**config.mk**
```make
export PLATFORM = sky130hd
export DESIGN_NAME = pwm_duty_sequencer_flat
export DESIGN_NICKNAME = d
export VERILOG_FILES = /design/src/rtl/pwm_duty_sequencer_if.sv /design/src/rtl/pwm_duty_sequencer.sv /design/src/flat_wrapper.sv
export SDC_FILE = /design/constraint.sdc
export NUM_CORES = 1
export LEC_CHECK = 0
export CAP_MARGIN = 20
export CORE_ASPECT_RATIO = 0.75
export CORE_MARGIN = 5
export CORE_UTILIZATION = 45
export DETAILED_ROUTE_END_ITERATION = 7
export MAX_ROUTING_LAYER = met4
export PLACE_DENSITY = 0.68
export SETUP_SLACK_MARGIN = 0.3
export SLEW_MARGIN = 25
export SYNTH_ARGS = -nofsm -noshare
export SYNTH_HDL_FRONTEND = slang
export SYNTH_SLANG_ARGS = --single-unit
```
**constraint.sdc**
```tcl
create_clock -name clk -period 3.2 [get_ports clk]
set_clock_uncertainty 0.1 [all_clocks]
set_input_delay 0.48 -clock clk [delete_from_list [all_inputs] [get_ports clk]]
set_output_delay 0.48 -clock clk [all_outputs]
set_load 0.01 [all_outputs]
```
**src/rtl/pwm_duty_sequencer_if.sv**
```systemverilog
// Duty request handshake and PWM status bundle for pwm_duty_sequencer.
// The master side drives the timebase, enable and duty requests; the slave side is the sequencer.
interface pwm_duty_sequencer_if #(
  parameter int unsigned CW         = 8,
  parameter int unsigned FIFO_DEPTH = 4
);
  localparam int unsigned LW = $clog2(FIFO_DEPTH) + 1;

  logic [CW-1:0] count;
  logic          enable;
  logic [CW-1:0] duty_in;
  logic          duty_valid;
  logic          duty_ready;
  logic          pwm_out;
  logic [CW-1:0] duty_active;
  logic [LW-1:0] fifo_level;
  logic          period_tick;
  logic          err_clip;

  modport master (
    output count, enable, duty_in, duty_valid,
    input  duty_ready, pwm_out, duty_active, fifo_level, period_tick, err_clip
  );

  modport slave (
    input  count, enable, duty_in, duty_valid,
    output duty_ready, pwm_out, duty_active, fifo_level, period_tick, err_clip
  );
endinterface

```
**src/rtl/pwm_duty_sequencer.sv**
```systemverilog
// Buffers duty requests and applies them only at PWM period boundaries; gates output per whole period.
// Optional soft-start ramping is compiled in with `define PWM_SOFTSTART_EN.
module pwm_duty_sequencer #(
  parameter int unsigned CW         = 8,
  parameter int unsigned PERIOD_MAX = 100,
  parameter int unsigned FIFO_DEPTH = 4,
  parameter int unsigned RAMP_STEP  = 5
) (
  input logic                 clk,
  input logic                 rst,
  pwm_duty_sequencer_if.slave bus
);
  localparam int unsigned   AW      = (FIFO_DEPTH > 1) ? $clog2(FIFO_DEPTH) : 1;
  localparam int unsigned   LW      = $clog2(FIFO_DEPTH) + 1;
  localparam logic [CW-1:0] TERM    = CW'(PERIOD_MAX);
  localparam logic [CW-1:0] FULL_ON = CW'(PERIOD_MAX + 1);

  if (FIFO_DEPTH < 2 || (FIFO_DEPTH & (FIFO_DEPTH - 1)) != 0) begin : g_depth_check
    $error("FIFO_DEPTH must be a power of two of at least 2");
  end
  if (RAMP_STEP == 0 || PERIOD_MAX + 1 >= 2 ** CW) begin : g_param_check
    $error("RAMP_STEP must be nonzero and PERIOD_MAX+1 must fit in CW bits");
  end

  typedef enum logic [1:0] {IDLE, ARM, RUN} state_t;

  state_t        state, state_nxt;
  logic          run_out;
  logic [CW-1:0] mem [FIFO_DEPTH];
  logic [AW-1:0] wr_ptr, rd_ptr;
  logic [LW-1:0] level;
  logic          full, empty, boundary, push, pop, duty_ready;
  logic [CW-1:0] duty_clip, duty_active;
  logic          pwm_out, period_tick, err_clip;

  assign boundary   = (bus.count == TERM);
  assign full       = (level == LW'(FIFO_DEPTH));
  assign empty      = (level == '0);
  assign duty_ready = !full && rst;
  assign push       = bus.duty_valid && duty_ready;
  assign duty_clip  = (bus.duty_in > FULL_ON) ? FULL_ON : bus.duty_in;

  // State register
  always_ff @(posedge clk) begin
    if (!rst) state <= IDLE;
    else      state <= state_nxt;
  end

  // Next-state logic: leaving RUN waits for the boundary so a started period always completes
  always_comb begin
    state_nxt = state;
    unique case (state)
      IDLE: if (bus.enable) state_nxt = ARM;
      ARM: begin
        if (!bus.enable)   state_nxt = IDLE;
        else if (boundary) state_nxt = RUN;
      end
      RUN:  if (boundary && !bus.enable) state_nxt = IDLE;
      default: state_nxt = IDLE;
    endcase
  end

  // Output decode
  always_comb begin
    run_out = (state == RUN);
  end

  always_ff @(posedge clk) begin
    if (push) mem[wr_ptr] <= duty_clip;
  end

  always_ff @(posedge clk) begin
    if (!rst) begin
      wr_ptr      <= '0;
      rd_ptr      <= '0;
      level       <= '0;
      err_clip    <= 1'b0;
      period_tick <= 1'b0;
      pwm_out     <= 1'b0;
    end else begin
      if (push) wr_ptr <= (wr_ptr == AW'(FIFO_DEPTH - 1)) ? '0 : wr_ptr + AW'(1);
      if (pop)  rd_ptr <= (rd_ptr == AW'(FIFO_DEPTH - 1)) ? '0 : rd_ptr + AW'(1);
      case ({push, pop})
        2'b10:   level <= level + LW'(1);
        2'b01:   level <= level - LW'(1);
        default: level <= level;
      endcase
      if (push && (bus.duty_in > FULL_ON)) err_clip <= 1'b1;
      period_tick <= boundary;
      pwm_out     <= run_out && (bus.count < duty_active);
    end
  end

`ifdef PWM_SOFTSTART_EN
  localparam logic [CW-1:0] STEP = CW'(RAMP_STEP);

  logic [CW-1:0] target, ramp_nxt;
  logic          leave_idle;

  assign leave_idle = (state == IDLE) && (state_nxt == ARM);
  // The queue is held until the ramp has landed on the current target
  assign pop = boundary && !empty && (duty_active == target);

  always_comb begin
    ramp_nxt = duty_active;
    if (target > duty_active)
      ramp_nxt = ((target - duty_active) > STEP) ? duty_active + STEP : target;
    else if (target < duty_active)
      ramp_nxt = ((duty_active - target) > STEP) ? duty_active - STEP : target;
  end

  always_ff @(posedge clk) begin
    if (!rst) begin
      target      <= '0;
      duty_active <= '0;
    end else begin
      if (pop) target <= mem[rd_ptr];
      if (leave_idle)    duty_active <= '0;
      else if (boundary) duty_active <= ramp_nxt;
    end
  end
`else
  assign pop = boundary && !empty;

  always_ff @(posedge clk) begin
    if (!rst)     duty_active <= '0;
    else if (pop) duty_active <= mem[rd_ptr];
  end
`endif

  assign bus.duty_ready  = duty_ready;
  assign bus.pwm_out     = pwm_out;
  assign bus.duty_active = duty_active;
  assign bus.fifo_level  = level;
  assign bus.period_tick = period_tick;
  assign bus.err_clip    = err_clip;
endmodule
```
**src/flat_wrapper.sv**
```systemverilog
// flat-port wrapper written by rule: the top's interface ports become plain ports
module pwm_duty_sequencer_flat 
#(
  parameter int unsigned CW         = 8,
  parameter int unsigned PERIOD_MAX = 100,
  parameter int unsigned FIFO_DEPTH = 4,
  parameter int unsigned RAMP_STEP  = 5
)
  (clk, rst, bus_count, bus_enable, bus_duty_in, bus_duty_valid, bus_duty_ready, bus_pwm_out, bus_duty_active, bus_fifo_level, bus_period_tick, bus_err_clip);
  pwm_duty_sequencer_if #(.CW(CW), .FIFO_DEPTH(FIFO_DEPTH)) bus_i ();
  input logic clk;
  input logic rst;
  input wire logic [$bits(bus_i.count)-1:0] bus_count;
  input wire logic [$bits(bus_i.enable)-1:0] bus_enable;
  input wire logic [$bits(bus_i.duty_in)-1:0] bus_duty_in;
  input wire logic [$bits(bus_i.duty_valid)-1:0] bus_duty_valid;
  output wire logic [$bits(bus_i.duty_ready)-1:0] bus_duty_ready;
  output wire logic [$bits(bus_i.pwm_out)-1:0] bus_pwm_out;
  output wire logic [$bits(bus_i.duty_active)-1:0] bus_duty_active;
  output wire logic [$bits(bus_i.fifo_level)-1:0] bus_fifo_level;
  output wire logic [$bits(bus_i.period_tick)-1:0] bus_period_tick;
  output wire logic [$bits(bus_i.err_clip)-1:0] bus_err_clip;
  assign bus_i.count = bus_count;
  assign bus_i.enable = bus_enable;
  assign bus_i.duty_in = bus_duty_in;
  assign bus_i.duty_valid = bus_duty_valid;
  assign bus_duty_ready = bus_i.duty_ready;
  assign bus_pwm_out = bus_i.pwm_out;
  assign bus_duty_active = bus_i.duty_active;
  assign bus_fifo_level = bus_i.fifo_level;
  assign bus_period_tick = bus_i.period_tick;
  assign bus_err_clip = bus_i.err_clip;
  pwm_duty_sequencer #(.CW(CW), .PERIOD_MAX(PERIOD_MAX), .FIFO_DEPTH(FIFO_DEPTH), .RAMP_STEP(RAMP_STEP)) u_core (.clk(clk), .rst(rst), .bus(bus_i));
endmodule
```
==> flow_metrics.py <==
metrics = {
    "synthesis": {
        "synth_top_flop_cell": "edfxtp_1",
        "yosys_warnings": 0,
        "post_synth_main_area_contributors": "edfxtp_1, dfxtp_1, mux4_2",
        "synthXorXnorAreaFrac_pct": 0.751,
        "synth.avg_cell_area_sq_um": 13.6,
        "syn_area_sq_um": 2330,
        "synth-adder-area-share_pct": 7.83,
        "synth.lib_cells_used.distinct": 38,
        "compound_cell_area_share_of_the_yosys_netlist_pct": 6.49,
        "synth_top_cell_area_share_pct": 41.2,
        "ys_seq_area_share_pct": 58.3,
        "synth_top_cells_by_count": "edfxtp_1, dfxtp_1, inv_1",
        "ys_async_rst_share_pct": 0,
        "post_synth_and_or_nand_nor_area_fraction_pct": 12.0,
        "synth_top_family_by_area": "simple AND/OR/NAND/NOR gates",
        "synth_mux_area_share_pct": 11.2,
        "yosys.cell_count.top_type": "edfxtp_1",
        "ys_ff_latch": 52,
        "synth_enable_flop_cells": 32,
        "netlist.top_cell.by_area": "edfxtp_1",
        "synth_cells": 172,
    },
    "global_route": {
        "grt-busiest-layer": "met2",
        "first_global_vias": 1534,
        "global_route.overflow_total": 0,
        "global_route.usage.total_pct": 14.7,
        "global_routing_usage_on_met2_pct": 24.7,
        "pin_count_of_the_biggest_net_entering_global_routing": 23,
        "grt_use_met1_pct": 17.5,
        "grt_first_pass_wirelength_microns": 7310,
        "antenna_found_initial": 0,
        "grt.met3_usage_pct": 4.15,
    },
    "floorplanning": {
        "floorplan.die_area_sq_um": 6740,
        "die-width_microns": 93.2,
        "chipHeight_microns": 72.4,
        "ioPinCount": 35,
        "placementRows": 22,
        "initial_standard_cell_utilization_of_the_core_pct": 47.1,
        "core-area_sq_um": 4950,
    },
    "sta": {
        "worst-slew-pin-transition_ps": 657,
        "final_hold_viol_count": 0,
        "maximum_clock_frequency_ghz": 0.366,
        "final.min_clock_period_ps": 2730,
        "finalSetupTns_ps": 0,
        "timing.max_slew.rel_slack_pct": 56.2,
        "setup_ws_ps": 468,
        "timing.final.crit_share_pct": 85.4,
        "final.hold.worst_slack_ps": 367,
        "number_of_failing_setup_endpoints_in_the_final_timing_report": 0,
        "unrepaired_setup_endpoints_after_global_routing": "false",
        "finalMaxSlewViolations": 0,
    },
    "routing": {
        "dr.pass1.iters": 4,
        "route.detailed.vias_per_inst": 5.22,
        "first_iter_violations": 67,
        "num_vias": 1440,
        "antenna_violating_nets_post_route": 0,
        "wl_per_cell_microns": 16.3,
        "routed_wire_length_microns": 4500,
        "drc_markers": 0,
    },
    "setup_path": {
        "crit_path_max_fanout": 4,
        "path_class": "in2reg",
        "worst_r2r_startpoint": "u_core.bus.fifo_level[1]",
        "timing.critical_path.arrival_ps": 2860,
        "crit_path_end_kind": "flip-flop",
        "cp_data_required_time_ps": 3330,
        "r2r.worst_path.cells": 9,
        "worst-r2r-setup-slack_ps": 1030,
        "crit_path_start_kind": "input pin",
        "reg2reg_to": "u_core.bus.fifo_level[2]",
    },
    "clock_network": {
        "clk_path_buf_depth": 2,
        "clock_tree_from_tritoncts": "yes",
        "clkLatencyLatePin_ps": 290,
        "clock-root-buffer": "clkbuf_8",
        "cts-buffers-inserted": 5,
        "cts_sinks": 52,
        "htree_num_levels": 2,
        "clock_transition_at_the_registers_of_the_reported_paths_ps": 90,
    },
    "final_layout": {
        "layout-area-overhead-vs-synth_pct": 22.1,
        "num_antenna_cells": 0,
        "fill_cells": 428,
        "nNetsFinal": 249,
        "final-instance-count-excl-fill": 276,
        "final_layout_size_suffix_gt1_share_pct": 11.1,
    },
    "run": {
        "max-cap-violations": 0,
    },
    "place": {
        "setup_slack_placement_ps": 127,
        "gp_congestion": 0.830,
        "count_of_port_buffers_added_during_placement": 34,
        "cell_total_after_placement": 267,
        "hpwl_microns": 3320,
    },
    "worst_hold_path": {
        "hold_class": "reg2reg",
        "worst_hold_path.endpoint": "u_core.state[0]",
        "timing.hold.worst_path_depth": 1,
        "timing.hold.worst.start": "u_core.state[0]",
    },
    "pwr": {
        "powerDensity_nw_per_um2": 418,
        "static-leakage-power_nw": 1.01,
        "irDropWorstVdd_v": 0.000296,
        "post-layout-total-power_mw": 1.19,
    },
    "status": {
        "status": "complete, no violations",
    },
}
[layer usage]
metal / wire length [microns] / up-vias
met4: 31 / 0
met1: 2010 / 695
met3: 270 / 5
met2: 2180 / 40
met5: 0 / -
li1: - / 700
[cell families after synthesis]
logic type               after synthesis
AO/OA/AOI/OAI                         22
multiplexers                          16
flip-flops                            52
adder cells (fa/ha/maj)               14
buffers and inverters                 19
XOR/XNOR                               2
AND/OR/NAND/NOR                       46
other                                  1
[cell type report]
type	count	area (sq um)	share of cell area (%)
Inverter	14	52.6	1.84
Clock buffer	7	76.3	2.68
Clock inverter	1	3.75	0.132
Timing Repair Buffer	38	370	13.0
Multi-Input combinational cell	104	910	31.9
Sequential cell	52	1360	47.8
Tap cell	60	75.1	2.64
[repair_timing]
action / 4_1_cts / 5_1_grt
resized for setup: 0 / 2
hold buffers: 0 / 0
setup endpoints to repair: 0 / 1
buffers inserted: 0 / 1
[placed cells by master (no fill, tap or decap), types with 4 or more instances in the layout]
cell	n
edfxtp_1	32
ha_1	12
mux4_2	8
mux2i_1	8
inv_1	14
conb_1	4
dfxtp_1	20
and2_1	10
o21ai_0	7
clkdlybuf4s50_1	34
nor2b_1	9
buf_4	4
clkbuf_8	5
nand2_1	12
[sequential cells by signal (all words and copies together), names as in the netlist]
name,count
u_core.bus.pwm_out,1
u_core.state,2
u_core.bus.period_tick,1
u_core.wr_ptr,2
u_core.mem,32
u_core.bus.fifo_level,3
u_core.rd_ptr,2
u_core.bus.err_clip,1
u_core.bus.duty_active,8
[critical path, stage by stage]
cell	delay [ps]
clkdlybuf4s50_1	470
nor4b_4	390
o311ai_2	160
inv_1	100
ha_2	190
inv_1	50
fa_1	380
xor2_1	170
or3_1	310
a21boi_1	150
[worst max-delay path by stage]
stage	endpoint	slack (ps)	startpoint
3_5_place_dp	u_core.bus.fifo_level[2]	130	bus_count[1]
5_1_grt	u_core.bus.fifo_level[2]	320	bus_count[3]
4_1_cts	u_core.bus.fifo_level[2]	440	bus_count[1]
2_1_floorplan	u_core.bus.fifo_level[2]	610	bus_count[1]
3_3_place_gp	u_core.bus.fifo_level[2]	250	bus_count[1]
6_report	u_core.bus.fifo_level[2]	470	bus_count[3]
[power by group]
group          switching (mW)  internal, mW  leakage [nW]
logic                  0.0491        0.0555         0.524
registers             0.00962         0.730         0.450
clock network           0.193         0.153        0.0399
total                   0.252         0.938          1.01
[metrics by stage]
| stage | util (%) | instance area (sq um) |
|---|---|---|
| 2_1_floorplan | - | 2340 |
| 3_3_place_gp | 55.7 | 2760 |
| 3_5_place_dp | 55.7 | 2760 |
| 4_1_cts | 57.3 | 2840 |
| 5_1_grt | 57.5 | 2850 |
| 6_report | 57.5 | 2850 |
Power figures use the tool's default switching activity.
